`src/rtl/score_bcd_conv_pkg.sv`:
```
// Constants and types shared by the scoring logic, the display path and the
// binary-to-BCD converter.
package slot_pkg;

    localparam int SCORE_W    = 14;
    localparam int NUM_DIGITS = 4;
    localparam int MAX_SCORE  = 9999;

    typedef enum logic [1:0] {
        IDLE,
        SHIFT,
        DONE
    } conv_state_t;

    // 10^n, used to derive the largest value a DIGITS-wide display can show.
    function automatic int pow10(input int n);
        int r;
        r = 1;
        for (int i = 0; i < n; i++) begin
            r = r * 10;
        end
        return r;
    endfunction

endpackage

```
`src/rtl/score_bcd_conv_if.sv`:
```
// Request/result bundle between the scoring logic (master) and the BCD
// converter (slave).
interface score_bcd_conv_if import slot_pkg::*; #(
    parameter int BIN_W = SCORE_W
);
    logic             start;
    logic [BIN_W-1:0] bin;
    logic             busy;
    logic             done;
    logic             sat;
    logic [3:0]       digit3;
    logic [3:0]       digit2;
    logic [3:0]       digit1;
    logic [3:0]       digit0;

    modport master (
        output start, bin,
        input  busy, done, sat, digit3, digit2, digit1, digit0
    );

    modport slave (
        input  start, bin,
        output busy, done, sat, digit3, digit2, digit1, digit0
    );
endinterface

```
`src/rtl/score_bcd_conv_add3.sv`:
```
// Double-dabble digit correction: a BCD digit of 5 or more gets +3 before the
// shift so that the doubled value carries correctly into the next digit.
module bcd_add3 (
    input  logic [3:0] d,
    output logic [3:0] q
);
    // Add 3 when the digit would overflow decimal after doubling.
    always_comb begin
        q = (d >= 4'd5) ? (d + 4'd3) : d;
    end
endmodule

```
`src/rtl/score_bcd_conv.sv`:
```
// Sequential binary-to-BCD converter (shift-and-add-3, one bit per clock).
// Digit outputs only change when a conversion completes; out-of-range scores
// display as all nines with sat set.
module score_bcd_conv import slot_pkg::*; #(
    parameter int BIN_W  = SCORE_W,
    parameter int DIGITS = NUM_DIGITS,
    parameter bit AUTO   = 1'b1
) (
    input  logic clk,
    input  logic reset_n,
    score_bcd_conv_if.slave bus
);
    localparam int          ACC_W   = 4 * DIGITS;
    localparam int          CNT_W   = $clog2(BIN_W);
    localparam logic [31:0] MAX_VAL = 32'(pow10(DIGITS) - 1);

    conv_state_t      state, state_nxt;
    logic [CNT_W-1:0] cnt;
    logic [BIN_W-1:0] shreg;
    logic [BIN_W-1:0] last_bin;
    logic [ACC_W-1:0] acc;
    logic [ACC_W-1:0] acc_adj;
    logic [ACC_W-1:0] digits_q;
    logic             sat_next;
    logic             sat_q;
    logic             done_q;
    logic             pending;
    logic             trigger;
    logic             load;
    logic             latch;

    // One add-3 correction per accumulator digit, applied before each shift.
    for (genvar g = 0; g < DIGITS; g++) begin : g_add3
        bcd_add3 u_add3 (
            .d (acc[4*g +: 4]),
            .q (acc_adj[4*g +: 4])
        );
    end

    // A new conversion is wanted on an explicit request, a stored request, or
    // (in auto mode) a score that differs from the one last converted.
    always_comb begin
        trigger = bus.start | pending | (AUTO && (bus.bin != last_bin));
    end

    // State register.
    always_ff @(posedge clk or negedge reset_n) begin
        if (!reset_n) begin
            state <= IDLE;
        end else begin
            state <= state_nxt;
        end
    end

    // Next-state and per-state strobes.
    always_comb begin
        state_nxt = state;
        load      = 1'b0;
        latch     = 1'b0;
        case (state)
            IDLE: begin
                if (trigger) begin
                    load      = 1'b1;
                    state_nxt = SHIFT;
                end
            end
            SHIFT: begin
                if (cnt == '0) begin
                    state_nxt = DONE;
                end
            end
            DONE: begin
                latch     = 1'b1;
                state_nxt = IDLE;
            end
            default: state_nxt = IDLE;
        endcase
    end

    // Control registers and the displayed result; the result only moves at DONE.
    always_ff @(posedge clk or negedge reset_n) begin
        if (!reset_n) begin
            cnt      <= '0;
            last_bin <= '0;
            sat_next <= 1'b0;
            pending  <= 1'b0;
            done_q   <= 1'b0;
            sat_q    <= 1'b0;
            digits_q <= '0;
        end else begin
            done_q <= latch;
            if (load) begin
                last_bin <= bus.bin;
                cnt      <= CNT_W'(BIN_W - 1);
                sat_next <= (32'(bus.bin) > MAX_VAL);
                pending  <= 1'b0;
            end else if ((state != IDLE) && bus.start) begin
                pending <= 1'b1;
            end
            if ((state == SHIFT) && (cnt != '0)) begin
                cnt <= cnt - 1'b1;
            end
            if (latch) begin
                digits_q <= sat_next ? {DIGITS{4'd9}} : acc;
                sat_q    <= sat_next;
            end
        end
    end

    // Shift datapath: high bits leaving the accumulator only occur when the
    // score is already known to saturate, so they are simply dropped.
    always_ff @(posedge clk) begin
        if (load) begin
            shreg <= bus.bin;
            acc   <= '0;
        end else if (state == SHIFT) begin
            {acc, shreg} <= {acc_adj[ACC_W-2:0], shreg, 1'b0};
        end
    end

    assign bus.busy   = (state != IDLE);
    assign bus.done   = done_q;
    assign bus.sat    = sat_q;
    assign bus.digit0 = digits_q[3:0];
    assign bus.digit1 = digits_q[7:4];
    assign bus.digit2 = digits_q[11:8];
    assign bus.digit3 = digits_q[15:12];

endmodule

```
`src/flat_wrapper.sv`:
```
// flat-port wrapper written by rule: the top's interface ports become plain ports
module score_bcd_conv_flat import slot_pkg::*;
#(
    parameter int BIN_W  = SCORE_W,
    parameter int DIGITS = NUM_DIGITS,
    parameter bit AUTO   = 1'b1
)
  (clk, reset_n, bus_start, bus_bin, bus_busy, bus_done, bus_sat, bus_digit3, bus_digit2, bus_digit1, bus_digit0);
  score_bcd_conv_if #(.BIN_W(BIN_W)) bus_i ();
  input  logic clk;
  input  logic reset_n;
  input wire logic [$bits(bus_i.start)-1:0] bus_start;
  input wire logic [$bits(bus_i.bin)-1:0] bus_bin;
  output wire logic [$bits(bus_i.busy)-1:0] bus_busy;
  output wire logic [$bits(bus_i.done)-1:0] bus_done;
  output wire logic [$bits(bus_i.sat)-1:0] bus_sat;
  output wire logic [$bits(bus_i.digit3)-1:0] bus_digit3;
  output wire logic [$bits(bus_i.digit2)-1:0] bus_digit2;
  output wire logic [$bits(bus_i.digit1)-1:0] bus_digit1;
  output wire logic [$bits(bus_i.digit0)-1:0] bus_digit0;
  assign bus_i.start = bus_start;
  assign bus_i.bin = bus_bin;
  assign bus_busy = bus_i.busy;
  assign bus_done = bus_i.done;
  assign bus_sat = bus_i.sat;
  assign bus_digit3 = bus_i.digit3;
  assign bus_digit2 = bus_i.digit2;
  assign bus_digit1 = bus_i.digit1;
  assign bus_digit0 = bus_i.digit0;
  score_bcd_conv #(.BIN_W(BIN_W), .DIGITS(DIGITS), .AUTO(AUTO)) u_core (.clk(clk), .reset_n(reset_n), .bus(bus_i));
endmodule
```
`config.mk`:
```
export PLATFORM = sky130hd
export DESIGN_NAME = score_bcd_conv_flat
export DESIGN_NICKNAME = d
export VERILOG_FILES = /design/src/rtl/score_bcd_conv_pkg.sv /design/src/rtl/score_bcd_conv_if.sv /design/src/rtl/score_bcd_conv_add3.sv /design/src/rtl/score_bcd_conv.sv /design/src/flat_wrapper.sv
export SDC_FILE = /design/constraint.sdc
export NUM_CORES = 1
export LEC_CHECK = 0
export ABC_AREA = 1
export CAP_MARGIN = 20
export CORE_ASPECT_RATIO = 2
export CORE_MARGIN = 5
export CORE_UTILIZATION = 55
export CTS_CLUSTER_SIZE = 14
export DETAILED_ROUTE_END_ITERATION = 6
export GPL_TIMING_DRIVEN = 0
export PLACE_DENSITY = 0.79
export RECOVER_POWER = 100
export REMOVE_ABC_BUFFERS = 1
export SYNTH_ARGS = -nofsm -noshare
export SYNTH_HDL_FRONTEND = slang
export SYNTH_HIERARCHICAL = 1
export SYNTH_SLANG_ARGS = --single-unit
```
`constraint.sdc`:
```
create_clock -name clk -period 1.9 [get_ports clk]
set_input_delay 0.19 -clock clk [delete_from_list [all_inputs] [get_ports clk]]
set_output_delay 0.19 -clock clk [all_outputs]
set_load 0.005 [all_outputs]
```
==> key figures <==
Outcome
  • Status: completed

Synthesis
  • Synth Area per Inst: 8.395 µm²
  • Mapped Area: 0.003501 mm²
  • Number of synthesis warnings: 6
  • Post-Syn Instances: 417

Placed design
  • Post-DP HPWL: 5304 µm
  • Cell Area, Placed: 0.003916 mm²
  • IO Port Bufs: 35
  • Inst Count DP: 528
  • Setup WS pre-CTS: -1095 ps
  • RD Place Congestion: 0.7789

STA
  • Period utilization: 0.9411
  • Setup TNS Final: 0 ps
  • Crit path time final: 1788 ps
  • Worst slew pin tran: 1139 ps
  • Max Clock Freq: 559.3 MHz
  • Fin worst setup slack: 111.9 ps
  • Clock skew: 3.856 ps
  • Hold_ws: 488.0 ps
  • Max Slew Vio Count: 0
  • Setup violators final: 0
  • Max-slew headroom: 0.2405
  • Fin. Hold Viols: 0

Floorplan
  • Core Area: 0.006259 mm²
  • Initial Util: 0.5594
  • IO Count: 36
  • Die width: 66.42 µm
  • # rows: 41
  • DIE AREA: 0.008158 mm²
  • Die span in y: around 120 µm

Detailed routing
  • Residual DRC: 0
  • Pre-Repair DR Iteration Count: 5
  • Vias: 2954
  • Routed WL: about 7800 µm
  • Routed WL per cell: 14.19 µm
  • Remaining antenna violation count: 0
  • Iteration-0 DRC Markers: approximately 200
  • Vias per cell: between 5 and 6

Clock tree
  • Clk sinks: 70
  • Clock latency on the worst-skew pair: around 330 ps
  • Max H-tree Level: 3
  • CTS root buffer: clkbuf_16
  • Worst-path clk slew: roughly 50 ps
  • TritonCTS Buffers: 9
  • Deepest clock path buffer count: 2
  • CTS tree: done

Setup path
  • Worst R2R Start: u_core/state[0]$_DFFE_PN0P_
  • Worst path most repeated cell: inv_1
  • Delay of the slowest critical-path stage: 470 ps
  • Worst r2r path cells: 5
  • Critical Path Start Type: flip-flop
  • CP cell instances: inv_1 > nand2_2 > nor2_2 > inv_1 > o22a_1
  • Critical path class: flip-flop to flip-flop
  • Endpoint type of the worst setup path: flip-flop
  • Setup crit start: u_core/state[0]$_DFFE_PN0P_
  • Crit path DAT: 2000 ps
  • Crit-path slowest cell: nor2_2
  • R2R setup slack: between 100 and 150 ps
  • Reg-to-reg endpoint: u_core/digits_q[12]$_DFFE_PN0P_
  • Worst-path maximum fanout: 10
  • Critical Path RT: 2110 ps

Final layout
  • Nets: 485
  • Util after Layout: 0.6857
  • # fillers: 508
  • Area of the multi-input gates: between 0.0015 and 0.002 mm²
  • Synth-to-Final Area Change: 22.59%
  • Antenna diodes: 0
  • Reg area: roughly 0.0017 mm²
  • Post-Layout Cell Count: roughly 550
  • Proportion of layout cells with a drive suffix above 1: 0.1231
  • Design Area, Final: about 0.0043 mm²

Pwr
  • Final Power: 4.479 mW
  • Peak supply drop: 0.0006190 V
  • P per Cell Area: about 1000 mW/mm²
  • Leak pwr: 1.989 nW

Global routing
  • Largest net degree at the start of global routing: 31
  • Total Routing Usage GR: 0.2109
  • Initial antenna violation count: 0
  • Grt ovf: 0
  • Vias in the first global route: 2892
  • First-pass GRT wire length: 12900 µm

Worst hold path
  • Worst hold stages: 3
  • Worst Min Path Start: bus_start
  • Type of the most critical hold path: input pin to flip-flop
  • Hold endpoint: u_core/pending$_DFFE_PN0P_

Run
  • Max_cap viols: 0
==> timing repair <==
| action | CTS | global route |
|---|---|---|
| setup buffers | 2 | 0 |
| gates resized for setup | 5 | 6 |
| hold buffers | 1 | 0 |
| gates cloned | 2 | 1 |
| pin swaps | 2 | 2 |
| endpoints found under the setup margin | 49 | 47 |
| endpoints found under the hold margin | 16 | 0 |
==> state kept, by name, summed over array words and instances (netlist names), 2 cells and up <==
signal / flops
u_core/digits_q: 16
u_core/state: 2
u_core/cnt: 4
u_core/last_bin: 14
u_core/acc: 16
u_core/shreg: 14
==> placed cells by master (no fill, tap or decap) <==
cell / count
nand2_1: 135
inv_1: 47
dfrtp_1: 40
o21ai_0: 36
nor2_1: 25
dlygate4sd3_1: 19
clkdlybuf4s50_1: 16
a22oi_1: 16
dfxtp_1: 16
edfxtp_1: 14
nor2_4: 10
clkbuf_16: 9
nand3_1: 9
ha_1: 9
a22o_1: 8
o22a_1: 8
nand2_2: 6
inv_2: 6
o21ai_2: 5
clkbuf_1: 4
nor2_2: 4
nand2_8: 3
nand2_4: 3
a21oi_2: 3
buf_4: 3
clkbuf_8: 2
nand4_1: 2
clkinv_2: 1
xnor2_1: 1
nor3_1: 1
or2_2: 1
buf_16: 1
==> routing by layer <==
metal | GRT usage | up-vias | share of wire
met5 | 0 | - | 0
met4 | 0.1043 | 0 | 0.029
met3 | 0.04853 | 16 | 0.047
met2 | 0.3877 | 84 | 0.55
met1 | 0.2151 | 1417 | 0.38
li1 | - | 1437 | -
==> how the worst max path moves through the flow <==
stage / depth (start not counted) / end
final: 5 / u_core/digits_q[12]$_DFFE_PN0P_
after global routing: 11 / u_core/shreg[4]$_DFFE_PP_
after CTS: 11 / u_core/shreg[4]$_DFFE_PP_
after detailed placement: 10 / u_core/shreg[0]$_SDFFCE_PN0P_
after global placement: 3 / u_core/shreg[0]$_SDFFCE_PN0P_
after floorplan: 3 / u_core/shreg[0]$_SDFFCE_PN0P_
==> critical path, delay by kind of cell, from the launching register on <==
family | cells | cell delay (ps)
buffers and inverters | 2 | 400
AOI/OAI and AO/OA | 1 | 230
and+or+nand+nor | 2 | 660
DFF | 1 | 380
==> report_power, final <==
part	switching, mW	leakage, nW	total, mW	internal (mW)
Combinational	0.442	1.09	1.02	0.579
Sequential	0.172	0.766	1.94	1.77
Clock	0.572	0.133	1.52	0.945
==> area by class of cell <==
class	count	area share
clock buffer	14	0.06152
clock inverter	1	0.001166
inverter	53	0.04636
multi-input combinational	285	0.3659
sequential	70	0.4058
tap	86	0.02507
timing repair buffer	40	0.09417
Note: power is estimated with default switching activity, not from simulation.
